$ cat src/rtl/key_cmd_ctrl_if.sv
// Key/command bundle for key_cmd_ctrl.
// Carries the three raw active-low push-buttons towards the controller and the
// command outputs, mode and busy flag back out towards the random-number core.
//   master : the controller side (samples keys, drives commands)
//   slave  : the board/core side (drives keys, observes commands)
interface key_cmd_ctrl_if;
  logic       i_key_start;  // raw start button, active-low, asynchronous
  logic       i_key_stop;   // raw stop button, active-low, asynchronous
  logic       i_key_show;   // raw show button, active-low, asynchronous
  logic       o_start;      // start command pulse
  logic       o_stop;       // stop command pulse
  logic       o_show;       // show command window
  logic [1:0] o_state;      // mode: 0 idle, 1 run, 2 halt, 3 show
  logic       o_busy;       // any command output high

  modport master (
    input  i_key_start,
    input  i_key_stop,
    input  i_key_show,
    output o_start,
    output o_stop,
    output o_show,
    output o_state,
    output o_busy
  );

  modport slave (
    output i_key_start,
    output i_key_stop,
    output i_key_show,
    input  o_start,
    input  o_stop,
    input  o_show,
    input  o_state,
    input  o_busy
  );
endinterface

$ cat src/rtl/key_cmd_ctrl.sv
// Front-end command initiator for the Lab1 random-number core.
// Each raw button is synchronised (2 flops) and debounced; a debounced press
// becomes a one-cycle event. Events are arbitrated (stop > start > show),
// dropped while a command is in flight, and filtered by a mode machine that
// mirrors the core, so only legal commands reach it.
// Ports:
//   i_clk   : system clock
//   i_rst   : synchronous reset, active-high
//   bus_io  : key_cmd_ctrl_if.master
//             in  i_key_start/i_key_stop/i_key_show (raw, active-low)
//             out o_start/o_stop (PULSE_CYC wide), o_show (SHOW_CYC wide),
//                 o_state (mode), o_busy
module key_cmd_ctrl #(
  parameter int unsigned DEBOUNCE_CYC = 4,
  parameter int unsigned PULSE_CYC    = 2,
  parameter int unsigned SHOW_CYC     = 50
) (
  input  logic           i_clk,
  input  logic           i_rst,
  key_cmd_ctrl_if.master bus_io
);

  // Debounce counter only needs to hold DEBOUNCE_CYC-1: the toggle happens on
  // the edge that would take it to DEBOUNCE_CYC.
  localparam int unsigned DebW   = (DEBOUNCE_CYC > 1) ? $clog2(DEBOUNCE_CYC) : 1;
  localparam int unsigned PulseW = $clog2(PULSE_CYC + 1);
  localparam int unsigned ShowW  = $clog2(SHOW_CYC + 1);

  typedef enum logic [1:0] {
    StIdle = 2'd0,
    StRun  = 2'd1,
    StHalt = 2'd2,
    StShow = 2'd3
  } state_e;

  // Key index: 0 start, 1 stop, 2 show. Levels stay raw-polarity (1 = released).
  logic [2:0] key_raw;
  logic [2:0] sync1_q, sync2_q;
  logic [2:0] deb_q, deb_d;
  logic [2:0] evt_q, evt_d;
  logic [DebW-1:0] cnt_q [3];
  logic [DebW-1:0] cnt_d [3];

  assign key_raw = {bus_io.i_key_show, bus_io.i_key_stop, bus_io.i_key_start};

  // ---------------------------------------------------------------------------
  // Synchroniser + debouncer
  // ---------------------------------------------------------------------------
  always_comb begin
    deb_d = deb_q;
    evt_d = '0;
    for (int k = 0; k < 3; k++) begin
      cnt_d[k] = '0;
      if (sync2_q[k] != deb_q[k]) begin
        if (cnt_q[k] == DebW'(DEBOUNCE_CYC - 1)) begin
          deb_d[k] = sync2_q[k];
          // Only released->pressed (1->0) produces an event.
          evt_d[k] = ~sync2_q[k];
        end else begin
          cnt_d[k] = cnt_q[k] + DebW'(1);
        end
      end
    end
  end

  always_ff @(posedge i_clk) begin
    if (i_rst) begin
      sync1_q <= 3'b111;
      sync2_q <= 3'b111;
      deb_q   <= 3'b111;
      evt_q   <= 3'b000;
      for (int k = 0; k < 3; k++) begin
        cnt_q[k] <= '0;
      end
    end else begin
      sync1_q <= key_raw;
      sync2_q <= sync1_q;
      deb_q   <= deb_d;
      evt_q   <= evt_d;
      for (int k = 0; k < 3; k++) begin
        cnt_q[k] <= cnt_d[k];
      end
    end
  end

  // ---------------------------------------------------------------------------
  // Arbitration: stop > start > show; losers in the same cycle are dropped.
  // ---------------------------------------------------------------------------
  logic ev_start, ev_stop, ev_show;

  assign ev_stop  = evt_q[1];
  assign ev_start = evt_q[0] & ~evt_q[1];
  assign ev_show  = evt_q[2] & ~evt_q[1] & ~evt_q[0];

  // ---------------------------------------------------------------------------
  // Mode machine and command generators
  // ---------------------------------------------------------------------------
  state_e             state_q, state_d;
  logic               start_q, start_d;
  logic               stop_q, stop_d;
  logic               show_q, show_d;
  logic [PulseW-1:0]  pcnt_q, pcnt_d;
  logic [ShowW-1:0]   scnt_q, scnt_d;
  logic               busy;

  assign busy = start_q | stop_q | show_q;

  always_comb begin
    state_d = state_q;
    start_d = start_q;
    stop_d  = stop_q;
    show_d  = show_q;
    pcnt_d  = pcnt_q;
    scnt_d  = scnt_q;

    // Counters are loaded with 1 on the launching edge, so reaching the
    // terminal count means the output has been high for that many edges.
    if (start_q || stop_q) begin
      if (pcnt_q == PulseW'(PULSE_CYC)) begin
        start_d = 1'b0;
        stop_d  = 1'b0;
      end else begin
        pcnt_d = pcnt_q + PulseW'(1);
      end
    end

    if (show_q) begin
      if (scnt_q == ShowW'(SHOW_CYC)) begin
        show_d  = 1'b0;
        state_d = StHalt;
      end else begin
        scnt_d = scnt_q + ShowW'(1);
      end
    end

    // Events seen while busy are simply lost; nothing is queued.
    if (!busy) begin
      unique case (state_q)
        StIdle: begin
          if (ev_start) begin
            state_d = StRun;
            start_d = 1'b1;
            pcnt_d  = PulseW'(1);
          end
        end
        StRun: begin
          if (ev_stop) begin
            state_d = StHalt;
            stop_d  = 1'b1;
            pcnt_d  = PulseW'(1);
          end else if (ev_start) begin
            start_d = 1'b1;
            pcnt_d  = PulseW'(1);
          end
        end
        StHalt: begin
          if (ev_start) begin
            state_d = StRun;
            start_d = 1'b1;
            pcnt_d  = PulseW'(1);
          end else if (ev_show) begin
            state_d = StShow;
            show_d  = 1'b1;
            scnt_d  = ShowW'(1);
          end
        end
        StShow: begin
          // Not reachable without an open show window; recover to HALT.
          state_d = StHalt;
        end
        default: state_d = StIdle;
      endcase
    end
  end

  always_ff @(posedge i_clk) begin
    if (i_rst) begin
      state_q <= StIdle;
      start_q <= 1'b0;
      stop_q  <= 1'b0;
      show_q  <= 1'b0;
      pcnt_q  <= '0;
      scnt_q  <= '0;
    end else begin
      state_q <= state_d;
      start_q <= start_d;
      stop_q  <= stop_d;
      show_q  <= show_d;
      pcnt_q  <= pcnt_d;
      scnt_q  <= scnt_d;
    end
  end

  assign bus_io.o_start = start_q;
  assign bus_io.o_stop  = stop_q;
  assign bus_io.o_show  = show_q;
  assign bus_io.o_state = state_q;
  assign bus_io.o_busy  = busy;

endmodule

$ cat src/flat_wrapper.sv
// flat-port wrapper written by rule: the top's interface ports become plain ports
module key_cmd_ctrl_flat 
#(
  parameter int unsigned DEBOUNCE_CYC = 4,
  parameter int unsigned PULSE_CYC    = 2,
  parameter int unsigned SHOW_CYC     = 50
)
  (i_clk, i_rst, bus_io_i_key_start, bus_io_i_key_stop, bus_io_i_key_show, bus_io_o_start, bus_io_o_stop, bus_io_o_show, bus_io_o_state, bus_io_o_busy);
  key_cmd_ctrl_if bus_io_i ();
  input  logic i_clk;
  input  logic i_rst;
  input wire logic [$bits(bus_io_i.i_key_start)-1:0] bus_io_i_key_start;
  input wire logic [$bits(bus_io_i.i_key_stop)-1:0] bus_io_i_key_stop;
  input wire logic [$bits(bus_io_i.i_key_show)-1:0] bus_io_i_key_show;
  output wire logic [$bits(bus_io_i.o_start)-1:0] bus_io_o_start;
  output wire logic [$bits(bus_io_i.o_stop)-1:0] bus_io_o_stop;
  output wire logic [$bits(bus_io_i.o_show)-1:0] bus_io_o_show;
  output wire logic [$bits(bus_io_i.o_state)-1:0] bus_io_o_state;
  output wire logic [$bits(bus_io_i.o_busy)-1:0] bus_io_o_busy;
  assign bus_io_i.i_key_start = bus_io_i_key_start;
  assign bus_io_i.i_key_stop = bus_io_i_key_stop;
  assign bus_io_i.i_key_show = bus_io_i_key_show;
  assign bus_io_o_start = bus_io_i.o_start;
  assign bus_io_o_stop = bus_io_i.o_stop;
  assign bus_io_o_show = bus_io_i.o_show;
  assign bus_io_o_state = bus_io_i.o_state;
  assign bus_io_o_busy = bus_io_i.o_busy;
  key_cmd_ctrl #(.DEBOUNCE_CYC(DEBOUNCE_CYC), .PULSE_CYC(PULSE_CYC), .SHOW_CYC(SHOW_CYC)) u_core (.i_clk(i_clk), .i_rst(i_rst), .bus_io(bus_io_i));
endmodule
$ cat config.mk
export PLATFORM = sky130hd
export DESIGN_NAME = key_cmd_ctrl_flat
export DESIGN_NICKNAME = d
export VERILOG_FILES = /design/src/rtl/key_cmd_ctrl_if.sv /design/src/rtl/key_cmd_ctrl.sv /design/src/flat_wrapper.sv
export SDC_FILE = /design/constraint.sdc
export NUM_CORES = 1
export LEC_CHECK = 0
export CORE_ASPECT_RATIO = 0.6
export CORE_UTILIZATION = 59
export CTS_CLUSTER_DIAMETER = 150
export CTS_CLUSTER_SIZE = 25
export DETAILED_ROUTE_END_ITERATION = 10
export GPL_ROUTABILITY_DRIVEN = 1
export HOLD_SLACK_MARGIN = 0.15
export PLACE_DENSITY = 0.81
export SKIP_LAST_GASP = 1
export SLEW_MARGIN = 20
export SYNTH_ARGS = -nofsm -noshare
export SYNTH_HDL_FRONTEND = slang
export SYNTH_SLANG_ARGS = --single-unit
$ cat constraint.sdc
create_clock -name i_clk -period 2.8 [get_ports i_clk]
set_input_delay 0.56 -clock i_clk [delete_from_list [all_inputs] [get_ports i_clk]]
set_output_delay 0.56 -clock i_clk [all_outputs]
set_load 0.05 [all_outputs]
# After elaboration in Yosys (flattened, before gate mapping)
# Memory sizes are Yosys's and may differ from the RTL's.
# Cells that the tools add are included.
totals:
  regBits: 25
  latch_bits: 0
  ramBits: 6
  rom_bits: 0
  inputBits: 5
  word_cells: 108
  memories: 1
mem_list:
  columns: ["memory", "words", "word_bits", "rd", "rd_clocked_by_memory_dff", "wr", "line", "rtl"]
  rows:
  - ["u_core.cnt_q", 3, 2, 3, 0, 3, "key_cmd_ctrl.sv:41", "logic [DebW-1:0] cnt_q [3];"]
classes:
  addsub: 5
  multipliers: 0
  div_mod_pow: 0
  order_cmp: 0
  eq_ne: 11
  n_shift: 0
  n_mux: 49
  n_bitwise: 19
  n_reduce_logical: 9
ops:
  columns: ["cell", "n"]
  rows:
  - ["2-to-1 mux 2 bit", 21]
  - ["2-to-1 mux 6 bit", 6]
  - ["2-to-1 mux 1 bit", 19]
  - ["== test 2 bit (second input constant)", 6]
  - ["inverter 1 bit", 11]
  - ["OR reduction 3 bit", 3]
  - ["adder 2 x 1 -> 2 bit (second input constant)", 4]
  - ["one-hot mux 2 bit (4 select lines)", 1]
  - ["adder 6 x 1 -> 6 bit (second input constant)", 1]
  - ["== test 6 bit (second input constant)", 1]
  - ["AND reduction 2 bit", 3]
  - ["OR 1 bit", 5]
  - ["one-hot mux 2 bit (2 select lines)", 1]
  - ["bitwise AND 1 bit", 3]
  - ["!= test 1 bit", 3]
  - ["== test 2 x 1 -> 1 bit (second input constant)", 1]
  - ["zero test 2 bit", 1]
  - ["one-hot mux 1 bit (2 select lines)", 1]
  - ["OR reduction 2 bit", 1]
  - ["logical OR 1 bit", 1]

# Depth between registers and ports, before layout
logic_depth:
  ltp_word: 7
  ltp_mapped: 5

# Worst setup path before layout
# No wires, ideal clock.
synth_path:
  kind: "register to register"
  start: "register u_core.show_q (netlist: u_core.bus_io.o_show)"
  end: "register u_core.state_q[0] (netlist: u_core.bus_io.o_state[0])"
  setup_ns: 0.101
  t_arrival_ns: 1.520
  t_required_ns: 2.699
  path_slack_ns: 1.179
  stages_incl_launch_ff: 5
  synth_period_minus_slack_ns: 1.621
  cell_sequence: "dfxtp_1 nor3_4 inv_2 or4b_1 o41ai_1"
synth_between:
  elab_cells_between_ends: 8
  cone_classes: "mux (7); bitwise (1)"
synth_lines:
  columns: ["item", "line", "rtl"]
  rows:
  - ["from (decl)", "key_cmd_ctrl.sv:101", "logic show_q, show_d;"]
  - ["from (signal assigned)", "key_cmd_ctrl.sv:188", "show_q <= show_d;"]
  - ["OR 1 bit", "key_cmd_ctrl.sv:106", "assign busy = start_q | stop_q | show_q;"]
  - ["named net bus_io_o_busy", "flat_wrapper.sv:19", "output wire logic [$bits(bus_io_i.o_busy)-1:0] bus_io_o_busy;"]
  - ["2-to-1 mux 2 bit", "key_cmd_ctrl.sv:137", "if (!busy) begin"]
  - ["to (signal assigned)", "key_cmd_ctrl.sv:178", "state_q <= StIdle;"]
  - ["to (signal assigned)", "key_cmd_ctrl.sv:185", "state_q <= state_d;"]
  - ["to (decl)", "key_cmd_ctrl.sv:98", "state_e state_q, state_d;"]
# The timed path passes the listed nets, and every way through them passes these cells.
# A chain may end at the register's enable or synchronous reset.

# Final worst setup path
layout_path:
  start: "register u_core.show_q (netlist: u_core.bus_io.o_show)"
  end: "output bus_io_o_busy"
layout_between:
  elab_chain_len: 1
layout_rtl:
  columns: ["item", "line"]
  rows:
  - ["OR 1 bit", "key_cmd_ctrl.sv:106"]
  - ["to (decl)", "flat_wrapper.sv:19"]
# No other way between the ends.

==> flow_summary.ini <==
[timing]
final.min_clock_period_ns = 2.55
setup_ws_ns = 0.252
setup_viol_count_final = 0
timing.setup.tns_ns = 0
rsz0062_at_grt = false
finalMaxSlewViolations = 0
fin_crit_sh_pct = 91.0
tightest_slew_ns = 0.508
fmax_mhz = 392
skew_ns = 0.00433
hold_viol = 0
slew_headroom_pct = 66.1

[logic_synthesis]
synth_ff_type = dfxtp_1
synth-seq-area-share_pct = 47.8
yosysTopAreaCell = dfxtp_1
avgSynthCellArea_um2 = 9.91
synth-async-reset-ratio_pct = 0
synth_cells = 131
synth-edff-count = 0
synth_top_cell_area_share_pct = 47.8
yosys.cell_types.count = 39
yosys-top-cells-area = dfxtp_1, ha_1, nor2_1
netlist_area_um2 = 1300
synth_warnings = 0
syn_nets = 143
ys_ff_latch = 31

[cells_and_area]
drive_above_1_share_pct = 12.3
antenna_cells = 0
fillers = 134
final_cells = 174
syn2layout_area_growth_pct = 17.3
fin_nets = 157
utilization_pct = 78.1

[placement]
hpwl_um = 1620
dp_cells = 166
io_buffer_count = 10
placement.setup.worst_slack_ns = 0.627
gp_congestion = 0.811

[route]
totalWireLength_um = 2370
drcViolationCount = 0
vias_per_cell = 5.61
routedWlPerCell_um = 13.6
num_vias = 976
drtIter0Drc = 57
ant_nets = 0
dr.pass1.iters = 4

[clock_network]
h-tree-depth = 2
root_buffer = clkbuf_4
cts-buffers-inserted = 5
ctsHoldBuffers = 0
clkTransAtPathRegs_ns = 0.10
cts_num_sinks = 31
tritoncts = built
cts_setup_buffers = 0
worstSkewPairLatency_ns = 0.33
cts_max_path_buffers = 2
ctsResizeCount = 0

[run_status]
status = finished clean

[floorplan]
die_h_um = 38.3
pin_count = 11
die_w_um = 62.6
rows = 12
die-area_um2 = 2400
start_util_pct = 66.5
fp.coreArea_um2 = 1950

[worst_hold_path]
hp-class = reg -> reg

[power_and_ir_drop]
pwr-share-comb_pct = 2.4
swShare_pct = 18.5
p_int_mw = 0.736
switching_power_mw = 0.167
peakVddDrop_mv = 0.369
power.density_nw_per_um2 = 593
p_leak_nw = 0.593
clkPwrFrac_pct = 47.9
pwr-share-seq_pct = 49.7

[critical_path]
critPathCaptureType = primary output
worstPathRequired_ns = 2.24
cp-start-kind = flop
cp_max_fo = 12
path_class = reg -> out
crit_arrival_ns = 1.99

[global_route]
grt_use_total_pct = 22.3
grt_max_degree = 16
grt-ovfl-total = 0
grt_pass1_vias = 870
antenna_found_initial = 0
grt_pass1_wl_um = 3860

[job]
drv_cap = 0
[power groups by stage]
stage | combinational (mW) | sequential [mW] | clock [mW]
2_1_floorplan | 0.0130 | 0.458 | 0
3_3_place_gp | 0.0207 | 0.459 | 0
3_5_place_dp | 0.0217 | 0.459 | 0
4_1_cts | 0.0217 | 0.449 | 0.440
5_1_grt | 0.0234 | 0.450 | 0.462
6_report | 0.0215 | 0.449 | 0.433
[cell type report]
class                   count  area, µm²  area share [%]
multi-input cells          86        622            40.8
flip-flops and latches     31        621            40.7
repair buffers             11        108            7.06
clock inverters             2       60.1            3.94
clock buffers               6       41.3            2.71
inverters                  10       37.5            2.46
well taps                  28       35.0            2.30
[flip-flops by register name, indices dropped and copies added, names as in the netlist]
signal and count:
u_core.sync2_q 3, u_core.pcnt_q 2, u_core.scnt_q 6, u_core.deb_q 3, u_core.bus_io.o_start 1, u_core.bus_io.o_state 2, u_core.bus_io.o_show 1, u_core.bus_io.o_stop 1
u_core.cnt_q 6, u_core.sync1_q 3, u_core.evt_q 3
[worst paths after layout]
path / start / to / slack (ns) / cells after the start
setup / recovery: u_core.bus_io.o_show / bus_io_o_busy / 0.25 / 3
hold / removal: u_core.sync1_q[0] / u_core.sync2_q[0] / 0.42 / 1
setup reg to reg: u_core.bus_io.o_show / u_core.bus_io.o_state[0] / 1.25 / 4
hold reg to reg: u_core.sync1_q[0] / u_core.sync2_q[0] / 0.42 / 1
[worst max-delay path: stages (launching register included)]
cell and delay (ns):
dfxtp_1 0.60, nor3_4 0.11, inv_2 0.13, clkdlybuf4s50_1 0.82
[metal layers]
metal | global-route usage, % | up-vias | share of wire (%) | wire length (µm)
li1 | - | 486 | - | -
met3 | 9.82 | 2 | 5.2 | 122
met1 | 25.8 | 462 | 46 | 1090
met5 | 0 | - | 0 | 0
met4 | 11.0 | 0 | 0.55 | 13
met2 | 36.1 | 26 | 48 | 1140
[synthesized netlist by cell type, types with 2 or more instances]
cell type  instances
a21oi_1            4
a211o_1            4
xnor2_1            3
or3_1              4
xor2_1             3
dfxtp_1           31
nor3_1             2
clkbuf_1           3
inv_1              9
o21ai_0            3
nand4_1            2
nor2_1            14
nor4bb_1           4
or2_2              6
nor3b_1            3
nand2_1            3
a31oi_1            2
ha_1               7
nor2b_1            4
[per-stage QoR]
step / total power, mW / area (µm²) / hold slack (ns)
2_1_floorplan: 0.471 / 1300 / 0.389
3_3_place_gp: 0.479 / 1420 / 0.392
3_5_place_dp: 0.481 / 1420 / 0.397
4_1_cts: 0.910 / 1520 / 0.420
5_1_grt: 0.935 / 1520 / 0.434
6_report: 0.903 / 1520 / 0.417
[cells in the final DEF, fill, tap and decap left out, types with 5 or more instances in the layout]
master,Yosys,routed
nor2_1,14,14
clkbuf_4,0,5
ha_1,7,7
inv_1,9,9
dfxtp_1,31,31
clkdlybuf4s50_1,0,10
or2_2,6,6
[kinds of logic after synthesis]
family          Yosys count  share of synthesized area [%]
mux                       2                           1.64
xor+xnor                  6                           4.05
fa+ha+maj                 7                           6.74
flops                    31                           47.8
compound gates           19                           10.5
buf+inv                  14                           4.33
simple gates             52                           25.0
Note: power is estimated with default switching activity, not from simulation.
==> RTL edit: new RTL, same settings <==
`DEBOUNCE_CYC` is set to 4 in 2 places; all go to 2.
--- a/src/rtl/key_cmd_ctrl.sv
+++ b/src/rtl/key_cmd_ctrl.sv
@@ -13,3 +13,3 @@
 module key_cmd_ctrl #(
-  parameter int unsigned DEBOUNCE_CYC = 4,
+  parameter int unsigned DEBOUNCE_CYC = 2,
   parameter int unsigned PULSE_CYC    = 2,
--- a/src/flat_wrapper.sv
+++ b/src/flat_wrapper.sv
@@ -3,3 +3,3 @@
 #(
-  parameter int unsigned DEBOUNCE_CYC = 4,
+  parameter int unsigned DEBOUNCE_CYC = 2,
   parameter int unsigned PULSE_CYC    = 2,
Check against the original RTL: not equivalent (a bounded check fails within 10 cycles, from zero or initial values and one cycle with i_rst high).
==> RTL edit against the unedited design <==
Final cell count is 11% lower; sequential cell count is 3 lower; non-clock buffer count stayed put; area after synthesis is 10% lower; register-to-register slack hardly changed; power is 21% lower; combinational power is 61% higher; routed wire length is 16% lower; worst setup slack worse by 0.0056 ns; maximum frequency is 0.22% lower; first-iteration DRC count is 47% higher; cell area is 12% lower; critical path type unchanged; largest power group unchanged.
==> RTL edit: results (changes against the unedited design) <==
* Multi-input combinational area share at 0.4164 (+0.008385)
* Clock transition at path regs at 0.14 ns (+0.04 ns)
* Seq/Total Area, Yosys at 0.4817 (+0.003878)
* Synth Area in XOR/XNOR at 0.04516 (+0.004699)
* Final Util at 0.7256 (-0.05516)
* FILL cells at 148 (+10%)
* Max IR drop VDD at 0.4600 mV (+24%)
* Status: complete, no violations
* Global Route Usage Sum at 0.2188 (-0.004135)
* Iter 0 DRT Violations at 84 (+47%)
* Combinational Power Share at 0.049 (+0.025)
* #FFs+latches synth at 28 (-9.7%)
* Mux contribution to synthesized area at 0.01828 (+0.001902)
* Buffering overhead at 0.08030 (+0.009691)
* H-Tree Level Count at 1 (-1)
* Post-Syn Nets at 125 (-13%)
* Worst slew margin relative to its limit at 0.6269 (-0.03364)
* Ranking of synthesized cells by area: dfxtp_1, ha_1, nor4bb_1
* Switch share at 0.1929 (+0.007956)
* Layout cells sized above 1 at 0.1181 (-0.005177)
* Clock skew at 0.005663 ns (+0.001337 ns)
* Largest net degree at the start of global routing at 18 (+2)
* Nets@finish at 137 (-13%)
* Synth Area in Adders at 0.04301 (-0.02443)
* Sequential cell power at 417 uW (-7.1%)
* Avg WL per Cell at 12.78 um (-6.0%)
* Fraction of area in registers at 0.4183 (+0.01107)
* ClkCell Share at 0.03922 (-0.02729)
* Number of non-clock inverters in the layout at 7 (-3)
* # clk buffers at 3 (-3)
* Multi-In Gates at 77 (-10%)
* Static Leak at 0.5017 nW (-15%)
## RTL edit: cell types whose count changed in the layout (fill, tap and decap cells not counted), sizes merged
cell / before / now
nor2: 14 / 8
clkbuf: 6 / 3
dfxtp: 31 / 28
ha: 7 / 4
inv: 10 / 7
nor3: 3 / 6
or3: 4 / 1
bufinv: 2 / 1
## RTL edit: cells by family after synthesis
kind of cell	after synthesis
adders and majority gates	4
AOI/OAI and AO/OA	19
and+or+nand+nor	46
xor gates and xnor gates	6
DFF	28
buffers and inverters	11
muxes	2
## RTL edit: final timing paths
path | startpoint | endpoint | slack, ns | depth (start not counted)
max | u_core.bus_io.o_show | bus_io_o_busy | 0.25 | 3
min | u_core.sync1_q[0] | u_core.sync2_q[0] | 0.43 | 1
max reg2reg | u_core.scnt_q[0] | u_core.scnt_q[3] | 1.25 | 5
min reg2reg | u_core.sync1_q[0] | u_core.sync2_q[0] | 0.43 | 1
## RTL edit: metal layers
| layer | wire, um | share of wire | vias to the layer above | global-route usage |
|---|---|---|---|---|
| met5 | 0 | 0 | - | 0 |
| met3 | 104 | 0.052 | 4 | 0.08000 |
| met1 | 949 | 0.48 | 402 | 0.2800 |
| met2 | 896 | 0.45 | 27 | 0.3343 |
| li1 | - | - | 434 | - |
| met4 | 29 | 0.015 | 0 | 0.08333 |
## RTL edit: stage by stage
| step | worst slack, ns | hold WS, ns | cells |
|---|---|---|---|
| detailed placement | 0.6271 | 0.3980 | 151 |
| global placement | 0.6836 | 0.3914 | 151 |
| finish | 0.2465 | 0.4287 | 155 |
| floorplan | 1.179 | 0.3895 | 116 |
| global route | 0.1067 | 0.4446 | 155 |
| CTS | 0.2456 | 0.4319 | 155 |
